### config.mk
export PLATFORM = sky130hd
export DESIGN_NAME = bin2bcd_seq
export DESIGN_NICKNAME = d
export VERILOG_FILES = /design/src/rtl/bin2bcd_seq.sv
export SDC_FILE = /design/constraint.sdc
export NUM_CORES = 1
export LEC_CHECK = 0
export ABC_AREA = 1
export BUFFER_PORTS_ARGS = -buffer_cell sky130_fd_sc_hd__buf_2
export CELL_PAD_IN_SITES_DETAIL_PLACEMENT = 1
export CELL_PAD_IN_SITES_GLOBAL_PLACEMENT = 2
export CORE_ASPECT_RATIO = 0.75
export CORE_UTILIZATION = 38
export CTS_BUF_LIST = sky130_fd_sc_hd__clkbuf_2 sky130_fd_sc_hd__clkbuf_4 sky130_fd_sc_hd__clkbuf_8
export CTS_CLUSTER_DIAMETER = 120
export DETAILED_ROUTE_END_ITERATION = 6
export PLACE_DENSITY = 0.92
export SYNTH_ARGS = -nofsm -noshare
export SYNTH_HDL_FRONTEND = slang
export SYNTH_SLANG_ARGS = --single-unit
### constraint.sdc
create_clock -name clk -period 12.7 [get_ports clk]
set_input_delay 1.905 -clock clk [delete_from_list [all_inputs] [get_ports clk]]
set_output_delay 1.905 -clock clk [all_outputs]
set_load 0.1 [all_outputs]
### src/rtl/bin2bcd_seq.sv
// Sequential double-dabble binary-to-BCD converter, one bit per clock, start/ready/valid handshake.
// Optional leading-zero blanking (4'hF) when BIN2BCD_BLANK_EN is defined.
module bin2bcd_seq #(
  parameter int WIDTH  = 32,
  parameter int DIGITS = 10,
  parameter bit SIGNED = 1'b1
) (
  input  logic                  clk,
  input  logic                  rst,
  input  logic                  start,
  input  logic [WIDTH-1:0]      bin,
  output logic                  ready,
  output logic                  valid,
  output logic                  sign,
  output logic [4*DIGITS-1:0]   bcd,
  output logic                  overflow
);

  localparam int NI = (WIDTH + 2) / 3;
  localparam int CW = $clog2(WIDTH + 1);
  localparam int OD = (DIGITS > NI) ? DIGITS : NI;

  typedef enum logic [1:0] {IDLE, CONV, DONE} state_t;

  state_t              state;
  state_t              state_next;
  logic [4*NI-1:0]     acc;
  logic [4*NI-1:0]     acc_adj;
  logic [WIDTH-1:0]    sr;
  logic [CW-1:0]       cnt;
  logic                sign_lat;
  logic                neg;
  logic [WIDTH-1:0]    mag;
  logic [4*OD-1:0]     acc_pad;
  logic [4*DIGITS-1:0] bcd_raw;
  logic [4*DIGITS-1:0] bcd_out;
  logic                ovf;

  // The most-negative input negates to 2^(WIDTH-1), which still fits unsigned.
  assign neg   = SIGNED && bin[WIDTH-1];
  assign mag   = neg ? (~bin + WIDTH'(1)) : bin;
  assign ready = (state == IDLE);

  always_ff @(posedge clk or posedge rst) begin
    if (rst) state <= IDLE;
    else     state <= state_next;
  end

  always_comb begin
    state_next = state;
    case (state)
      IDLE:    if (start) state_next = CONV;
      CONV:    if (cnt == CW'(1)) state_next = DONE;
      DONE:    state_next = IDLE;
      default: state_next = IDLE;
    endcase
  end

  always_comb begin
    acc_adj = acc;
    for (int k = 0; k < NI; k++) begin
      if (acc[4*k +: 4] > 4'd4) acc_adj[4*k +: 4] = acc[4*k +: 4] + 4'd3;
    end
  end

  always_ff @(posedge clk or posedge rst) begin
    if (rst) begin
      acc      <= '0;
      sr       <= '0;
      cnt      <= '0;
      sign_lat <= 1'b0;
    end else begin
      case (state)
        IDLE: begin
          if (start) begin
            acc      <= '0;
            sr       <= mag;
            cnt      <= CW'(WIDTH);
            sign_lat <= neg;
          end
        end
        CONV: begin
          {acc, sr} <= {acc_adj, sr} << 1;
          cnt       <= cnt - CW'(1);
        end
        default: ;
      endcase
    end
  end

  always_comb begin
    acc_pad            = '0;
    acc_pad[4*NI-1:0]  = acc;
    bcd_raw            = acc_pad[4*DIGITS-1:0];
    ovf                = 1'b0;
    for (int k = DIGITS; k < OD; k++) ovf = ovf | (|acc_pad[4*k +: 4]);
  end

`ifdef BIN2BCD_BLANK_EN
  // Blank zeros above the most significant nonzero digit; digit 0 always shows.
  always_comb begin
    logic lead;
    lead    = 1'b1;
    bcd_out = bcd_raw;
    for (int k = DIGITS - 1; k >= 1; k--) begin
      if (lead && !ovf && (bcd_raw[4*k +: 4] == 4'd0)) bcd_out[4*k +: 4] = 4'hF;
      else                                             lead = 1'b0;
    end
  end
`else
  assign bcd_out = bcd_raw;
`endif

  always_ff @(posedge clk or posedge rst) begin
    if (rst) begin
      valid    <= 1'b0;
      sign     <= 1'b0;
      bcd      <= '0;
      overflow <= 1'b0;
    end else begin
      valid <= (state == DONE);
      if (state == DONE) begin
        sign     <= sign_lat;
        bcd      <= bcd_out;
        overflow <= ovf;
      end
    end
  end

endmodule

==> run_results.csv, run 1 <==
group,metric,value,unit
run_status,status,"completed",
detailed_routing,vias_per_cell,5.13,
layout,n_antenna_cell,0,
logic_synthesis,ys_warn_count,0,
detailed_routing,wl_met3,500,µm
logic_synthesis,synth_common_cells,"nand2_1, dfrtp_1, inv_1",
logic_synthesis,syn_area_per_cell,7.79,µm²
logic_synthesis,ys_async_sr_fraction,100,%
sta,slew-limit-headroom,31.8,%
power,power_density,272,nW/µm²
detailed_routing,drt_iter0_markers,327,
place,placed_area,7090,µm²
clocking,cts-root-buf,"clkbuf_8",
logic_synthesis,ys_seq_area_share,48.8,%
clocking,ctsResizeCount,0,
setup_path,startpoint_type,"primary input",
clocking,holdBufCountCts,0,
layout,final_area,7530,µm²
clocking,numCtsBuffers,17,
logic_synthesis,syn_inst,843,
place,dp.cells,1106,
setup_path,worst-setup-path-type,"in2reg",
hold_path,hp-class,"reg2reg",
power,p_leak,3.78,nW
logic_synthesis,netlist_area,6570,µm²
setup_path,endpoint_kind,"register",
global_route,grt-ovfl-total,0,
place,gp_congestion,0.793,
sta,finalHoldViolations,0,
layout,area_growth,14.6,%
detailed_routing,vias,5835,
sta,setup_tns,0,ns
die,die_y,116,µm
sta,worst_slew_pin_slew,1.02,ns
logic_synthesis,ys_ff_latch,128,
detailed_routing,final_antenna_net_count,0,
detailed_routing,finalWirelength,17400,µm
sta,rsz0062_at_grt,"no",
logic_synthesis,synth.most_common_cell,"nand2_1",
power,peakVddDrop,0.126,mV
place,port_buffers,78,
detailed_routing,drc,0,
layout,stdcell_count,1138,
detailed_routing,routed.top_layer,"met4",
layout,drive_gt1_share,13.1,%
setup_path,worstPathRequired,13.00,ns
logic_synthesis,synth_edf_count,0,
logic_synthesis,synth.area.top_cells,"dfrtp_1, nand2_1, o21ai_0, inv_1, nand3_1",
layout,layout.area.seq,3200,µm²
setup_path,path_max_fanout,46,
die,start_util,38.9,%
clocking,clock_path_buffers,2,
die,die_area,17800,µm²
die,ios,79,
global_route,grt_first_pass_wirelength,29600,µm
sta,fin_crit_sh,27.4,%
sta,setup-violations-final,0,
layout,nets,959,
die,rows,41,
sta,period_needed,3.48,ns
global_route,grt.total_usage,20.7,%
detailed_routing,drt_pass1_iterations,5,
logic_synthesis,ys.flop_type,"dfrtp_1",
setup_path,critical_path_arrival,3.78,ns
clocking,clkLatencyLatePin,0.43,ns
clocking,cts.reportedPaths.clkPinSlew,0.07,ns
detailed_routing,wl_met2,7650,µm
die,coreArea,16900,µm²
layout,multi_input_area,2840,µm²
logic_synthesis,synth_cell_types,29,
logic_synthesis,synth.top_cell.area_share,48.8,%
sta,fmax,0.287,GHz
global_route,grt_pass1_vias,5820,
clocking,cts_tree,"yes",
sta,fin_worst_skew,0.0127,ns
layout,fillers,2089,
global_route,antenna_found_initial,0,
logic_synthesis,synth_nets,892,
global_route,grt_max_degree,84,
die,chipWidth,154,µm
logic_synthesis,yosys.area.top_type,"dfrtp_1",
detailed_routing,wl_met1,9180,µm
detailed_routing,wl_per_cell,15.3,µm
clocking,post_cts_buffers,0,
job,maxCapViolCount,0,
place,hpwl,12200,µm
clocking,h-tree-depth,4,
sta,slew_violations,0,
clocking,clock-sinks,128,
## stage by stage
step / power (mW) / hold WS, ns / setup slack (ns) / utilization (%)
final: 2.04 / 0.476 / 9.22 / 44.6
after CTS: 2.06 / 0.485 / 9.22 / 44.6
after floorplan: 1.45 / 0.446 / 7.38 / -
after detailed placement: 1.66 / 0.466 / 8.78 / 42.0
after global routing: 2.21 / 0.502 / 9.02 / 44.6
after global placement: 1.62 / 0.450 / 8.78 / 42.0
## flip-flops by register name, summed over array words and instances, names as in the netlist, 2 cells and up
signal and flops:
cnt 6, acc 44, sr 32, state 2
bcd 40
## kinds of logic (layout without fill, tap and decap cells)
family,after synthesis,count (layout),share of synthesized area [%]
compound gates,195,195,16.9
xor+xnor,6,6,0.800
fa+ha+maj,14,14,2.67
buf+inv,130,210,8.00
flops,128,128,48.8
mux,1,1,0.152
simple gates,369,369,22.7
## path summary, 6_finish.rpt
check | cells past startpoint | start | to | slack (ns)
min | 2 | sign | sign | 0.48
max | 8 | start | cnt[5] | 9.22
min in group asynchronous | 2 | rst | sr[5] | 1.57
max reg2reg | 8 | state[1] | cnt[5] | 9.91
min reg2reg | 2 | sign | sign | 0.48
max in group asynchronous | 3 | rst | acc[20] | 9.64
## area by class of cell
type                            instances  share of cell area, %
Tap cell                              215                   3.57
Inverter                               98                   4.99
Clock buffer                           21                   3.59
Multi-Input combinational cell        585                   37.7
Timing Repair Buffer                   80                   5.39
Sequential cell                       128                   42.6
Clock inverter                         11                   2.16
## worst max-delay path, cell delays in order
cell	delay, ns
buf_2	0.08
nand2_2	0.17
inv_4	0.32
nor2_8	0.16
inv_2	0.70
nand2_1	0.15
a21oi_1	0.16
o21ai_1	0.08
## placed cells by master, fill, tap and decap left out, drive strengths merged
master	instances
xnor2	3
o211ai	8
buf	80
nor2	77
nand3	59
clkinv	4
inv	98
dfrtp	128
xor2	3
o31ai	1
nand3b	1
ha	14
bufinv	4
o21ai	109
nand2	227
mux2i	1
a22oi	27
o22ai	22
nor3	5
clkbuf	21
clkinvlp	3
o311ai	3
a21oi	24
a32o	1
## metal layers
layer  global-route usage [%]  up-vias
met1                     30.8     2827
met5                        0        -
li1                         -     2908
met4                     4.53        0
met2                     31.7       91
met3                     3.37        9
## where the power goes
part / internal (mW) / total (mW) / leakage (nW) / switching, mW
sequential: 0.580 / 0.681 / 1.55 / 0.101
clock: 0.224 / 0.385 / 0.216 / 0.160
combinational: 0.267 / 0.978 / 2.01 / 0.710
No activity file was read; power rests on OpenSTA's default activity.
==> run 2, diff against run 1 <==
- CORE_UTILIZATION: 38 -> 32
- PLACE_DENSITY: 0.92 -> 0.83
- clock period: 12.7 -> 3 ns (I/O delays scaled with it)
==> run 2 against run 1 <==
- utilization is 6.0 points lower
- clock skew is 0.0032 ns lower
- sequential power grew to 4.2 times the previous value
- routed wire length is 0.58% lower
- final area is 1.0% higher
- hold slack worse by 0.34 ns
- via count is 1.1% lower
- critical path depth stayed put
- highest routed layer unchanged
- sequential share of layout area is 0.42 points lower
- critical endpoint unchanged
- critical path type is now reg2reg
- first-iteration DRC count is 1.5% lower
==> run_results.csv, run 2 (synthesized netlist as in run 1, its figures left out) <==
group,metric,value,unit
sta,fin_worst_skew,0.00951,ns
setup_path,worst-setup-path-type,"reg2reg",
power,p_leak,3.79,nW
die,coreArea,19700,µm²
die,rows,44,
clocking,clkLatencyLatePin,0.43,ns
clocking,cts_tree,"yes",
global_route,grt-ovfl-total,0,
die,ios,79,
setup_path,r2r-start,"state[0]",
detailed_routing,drt_pass1_iterations,4,
sta,slew_violations,0,
detailed_routing,drc,0,
detailed_routing,vias_per_cell,4.90,
layout,nets,961,
setup_path,path_cells,"nor2_2, nand2_2, inv_4, nor2_8, inv_2, nand2_1, a21oi_1, o21ai_1",
sta,rsz0062_at_grt,"no",
clocking,cts-root-buf,"clkbuf_8",
sta,setup_tns,0,ns
setup_path,critPathLaunch,"state[0]",
sta,setup-violations-final,0,
sta,finalHoldViolations,0,
job,maxCapViolCount,0,
power,p_int,4.48,mW
place,hpwl,12200,µm
layout,area_growth,15.7,%
clocking,h-tree-depth,4,
detailed_routing,wl_per_cell,14.7,µm
setup_path,endpoint_kind,"register",
detailed_routing,vias,5769,
setup_path,critPathMaxStageDelay,0.68,ns
setup_path,worst_r2r_path_depth,8,
run_status,status,"completed",
setup_path,startpoint_type,"register",
setup_path,crit_family,"buffers and inverters",
clocking,cts.reportedPaths.clkPinSlew,0.08,ns
layout,drive_gt1_share,13.3,%
global_route,grt.total_usage,17.6,%
global_route,grt_first_pass_wirelength,29800,µm
detailed_routing,finalWirelength,17300,µm
place,port_buffers,78,
setup_path,worstSetupEndpoint,"cnt[5]",
power,seq_power_share,33.6,%
clocking,clock-sinks,128,
global_route,antenna_found_initial,0,
setup_path,cp_num_cells,8,
sta,period_needed,2.51,ns
power,power_density,1120,nW/µm²
sta,fmax,0.399,GHz
sta,fin_crit_sh,83.5,%
clocking,ctsResizeCount,0,
setup_path,timing.rr.end,"cnt[5]",
setup_path,critical_path_arrival,2.81,ns
die,die_area,21100,µm²
power,p_sw_share,47.4,%
die,die_y,126,µm
layout,top_register,"acc",
layout,layout_commonest_cell,"nand2_1",
sta,hold-worst-slack,0.132,ns
power,p_sw,4.05,mW
detailed_routing,final_antenna_net_count,0,
sta,worst_slew_pin_slew,0.881,ns
layout,largest_reg_flops,44,
power,peakVddDrop,0.412,mV
detailed_routing,drt_iter0_markers,322,
hold_path,hp-class,"in2async",
clocking,holdBufCountCts,0,
layout,n_antenna_cell,0,
power,clkPwrFrac,18.5,%
layout,layout_common_cells,"nand2_1, dfrtp_1, inv_1, o21ai_0, buf_2",
die,chipWidth,167,µm
power,combPwrFrac,47.9,%
setup_path,r2r_setup_slack,0.49,ns
place,post-place-ws,0.508,ns
global_route,grt_pass1_vias,5826,
sta,layout_setup_ws,0.495,ns
setup_path,worst_path_max_delay_cell,"inv_2",
layout,final_area,7600,µm²
place,placed_area,7180,µm²
clocking,numCtsBuffers,17,
place,gp_congestion,0.739,
die,start_util,33.3,%
setup_path,worstPathRequired,3.31,ns
layout,reg.largest.list,"acc (44), bcd (40), sr (32)",
clocking,post_cts_buffers,0,
global_route,grt_max_degree,129,
clocking,clock_path_buffers,2,
sta,slew-limit-headroom,41.2,%
setup_path,path_buf_inv,2,
setup_path,path_max_fanout,46,
## run 2: worst min-delay path: stages
cell        delay (ns)
buf_2             0.11
clkinvlp_4        0.07
buf_12            0.42
## run 2: final cells by class
cell class / count / area (µm²)
Fill cell: 2422 / 12100
Tap cell: 253 / 317
Multi-Input combinational cell: 585 / 2840
Sequential cell: 128 / 3200
Clock inverter: 10 / 135
Clock buffer: 22 / 284
Inverter: 98 / 377
Timing Repair Buffer: 82 / 445
## run 2: worst min-delay path by stage
| stage | from | slack [ns] | to |
|---|---|---|---|
| 3_5_place_dp | sign | 0.46 | sign |
| 5_1_grt | rst | 0.27 | valid |
| 2_1_floorplan | cnt[5] | 0.45 | cnt[5] |
| 3_3_place_gp | sign | 0.45 | sign |
| 6_report | rst | 0.13 | valid |
| 4_1_cts | rst | 0.23 | valid |
## run 2: routing by layer
metal / track usage, % / share of wire (%) / vias to the layer above
met5: 0 / 0 / -
met4: 4.21 / 0.63 / 0
met3: 3.11 / 2.4 / 10
met2: 26.0 / 43 / 61
met1: 26.3 / 54 / 2782
li1: - / - / 2916
## run 2: through the flow
step           power, mW  instances  utilization (%)
2_1_floorplan       6.13        843                -
3_3_place_gp        6.90       1146             36.4
3_5_place_dp        7.03       1146             36.4
4_1_cts             8.65       1178             38.6
5_1_grt             9.30       1178             38.6
6_report            8.53       1178             38.6
## run 2: power by group through the flow
stage | Sequential (mW) | Clock, mW | Combinational (mW)
after floorplan | 3.77 | 0 | 2.35
after global placement | 2.88 | 0 | 4.02
after detailed placement | 2.90 | 0 | 4.13
final | 2.87 | 1.58 | 4.09
after CTS | 2.87 | 1.63 | 4.15
after global routing | 2.97 | 1.71 | 4.61
==> run 3, diff against run 2 <==
- CORE_UTILIZATION: 32 -> 35
- PLACE_DENSITY: 0.83 -> 0.86
- clock period: 3 -> 2.4 ns (I/O delays scaled with it)
==> run 3 against run 2 <==
- setup slack worse by 0.057 ns
- via count grew 1.1%
- count of clock-buffer cells in the layout is 5 lower
==> run_results.csv, run 3 (synthesized netlist as in run 1, its figures left out) <==
group,metric,value,unit
run_status,status,"completed",
setup_path,r2r_setup_slack,0.44,ns
sta,setup_tns,0,ns
hold_path,hp-class,"in2async",
power,power_density,1410,nW/µm²
power,p_int,5.46,mW
global_route,grt_pass1_vias,5947,
die,coreArea,18000,µm²
layout,fillers,2216,
global_route,grt.total_usage,19.4,%
global_route,grtUsageMet1,28.5,%
detailed_routing,vias_per_cell,4.98,
power,seq_power_share,33.7,%
sta,hold-worst-slack,0.0570,ns
global_route,grt_first_pass_wirelength,30000,µm
clocking,numCtsBuffers,17,
detailed_routing,drt_iter0_markers,375,
layout,area_growth,15.4,%
setup_path,crit_family,"simple AND/OR/NAND/NOR gates",
setup_path,worst_r2r_path_depth,7,
layout,n_antenna_cell,0,
job,maxCapViolCount,0,
sta,setup-violations-final,0,
die,start_util,36.4,%
layout,largest_reg_flops,44,
power,clkPwrFrac,17.7,%
clocking,holdBufCountCts,0,
sta,fin_worst_skew,0.0165,ns
setup_path,startpoint_type,"register",
layout,top_register,"acc",
place,port_buffers,78,
layout,layout_common_cells,"nand2_1, dfrtp_1, inv_1, o21ai_0, buf_2",
power,combPwrFrac,48.6,%
clocking,ctsResizeCount,0,
setup_path,worstPathRequired,2.75,ns
place,gp_congestion,0.787,
setup_path,cp_num_cells,7,
clocking,h-tree-depth,4,
die,rows,42,
setup_path,path_buf_inv,3,
clocking,clkLatencyLatePin,0.46,ns
sta,rsz0062_at_grt,"no",
global_route,gr-usage-met3,4.01,%
setup_path,critPathMaxStageDelay,0.43,ns
clocking,post_cts_buffers,0,
sta,slew_violations,0,
detailed_routing,vias,5832,
detailed_routing,drc,0,
global_route,grt-ovfl-total,0,
detailed_routing,finalWirelength,17400,µm
setup_path,worst-setup-path-type,"reg2reg",
layout,reg.largest.list,"acc (44), bcd (40), sr (32)",
clocking,cts_tree,"yes",
power,p_leak,3.79,nW
global_route,grt_max_degree,129,
die,ios,79,
clocking,clock_path_buffers,2,
die,die_y,121,µm
setup_path,critical_path_arrival,2.32,ns
place,hpwl,12200,µm
place,dp.cells,1138,
setup_path,endpoint_kind,"register",
layout,stdcell_count,1170,
setup_path,path_max_fanout,35,
die,chipWidth,160,µm
layout,layout_commonest_cell,"nand2_1",
power,p_sw,5.20,mW
sta,finalHoldViolations,0,
setup_path,worst_path_max_delay_cell,"nor2_8",
sta,period_needed,1.96,ns
sta,slew-limit-headroom,52.8,%
global_route,grt-busiest-layer,"met2",
global_route,grtUsageMet2,28.9,%
clocking,cts-root-buf,"clkbuf_8",
die,die_area,19300,µm²
sta,worst_slew_pin_slew,0.708,ns
sta,fmax,0.510,GHz
clocking,clock-sinks,128,
clocking,cts.reportedPaths.clkPinSlew,0.09,ns
sta,fin_crit_sh,81.8,%
layout,nets,964,
setup_path,path_cells,"nor2_2, nand2_2, inv_4, nor2_8, inv_2, buf_4, o21ai_0",
layout,drive_gt1_share,13.6,%
detailed_routing,final_antenna_net_count,0,
detailed_routing,wl_per_cell,14.9,µm
global_route,antenna_found_initial,0,
power,p_sw_share,48.8,%
detailed_routing,drt_pass1_iterations,5,
power,peakVddDrop,0.606,mV
run 3: changes by cell type in the layout (fill, tap and decap cells not counted), moves of 2 or more:
cell / change
buf_4: +3
inv_6: +3
clkbuf_4: -3
clkinv_4: +4
clkbuf_8: -2
run 3: area by class of cell:
cell class	count	area [µm²]	area share (%)
clock inverter	15	159	2.10
sequential	128	3200	42.2
clock buffer	17	234	3.09
tap	242	303	3.99
inverter	98	377	4.97
timing repair buffer	85	468	6.17
multi-input combinational	585	2840	37.5
run 3: worst paths after layout:
check / start / endpoint
max: state[0] / acc[40]
min: rst / sign_lat
max reg2reg: state[0] / acc[40]
min reg2reg: sign / sign
max in group asynchronous: rst / bcd[11]
min in group clk: bin[18] / sr[18]
run 3: worst reg2reg max path: stages, from the launching register on:
cell	delay (ns)
dfrtp_1	0.40
nor2_2	0.07
nand2_2	0.22
inv_4	0.20
nor2_8	0.44
inv_2	0.12
buf_4	0.25
o21ai_0	0.18
run 3: power by group through the flow:
stage / sequential, mW / combinational, mW / clock, mW
after floorplan: 4.72 / 2.94 / 0
after global placement: 3.60 / 5.06 / 0
after detailed placement: 3.63 / 5.19 / 0
after CTS: 3.60 / 5.25 / 1.95
after global routing: 3.71 / 5.86 / 2.04
final: 3.59 / 5.18 / 1.88
run 3: per-layer routing:
layer  wire length (µm)  vias to the layer above
met5                  0                        -
met4                140                        0
met3                592                       15
met2               7620                       78
met1               9050                     2821
li1                   -                     2918
run 3: per-stage QoR:
stage	setup WS (ns)	instance area, µm²	utilization [%]	power (mW)
2_1_floorplan	0.229	6570	-	7.66
3_3_place_gp	0.471	7190	39.9	8.66
3_5_place_dp	0.411	7190	39.9	8.82
4_1_cts	0.432	7580	42.1	10.8
5_1_grt	0.193	7580	42.1	11.6
6_report	0.438	7580	42.1	10.7
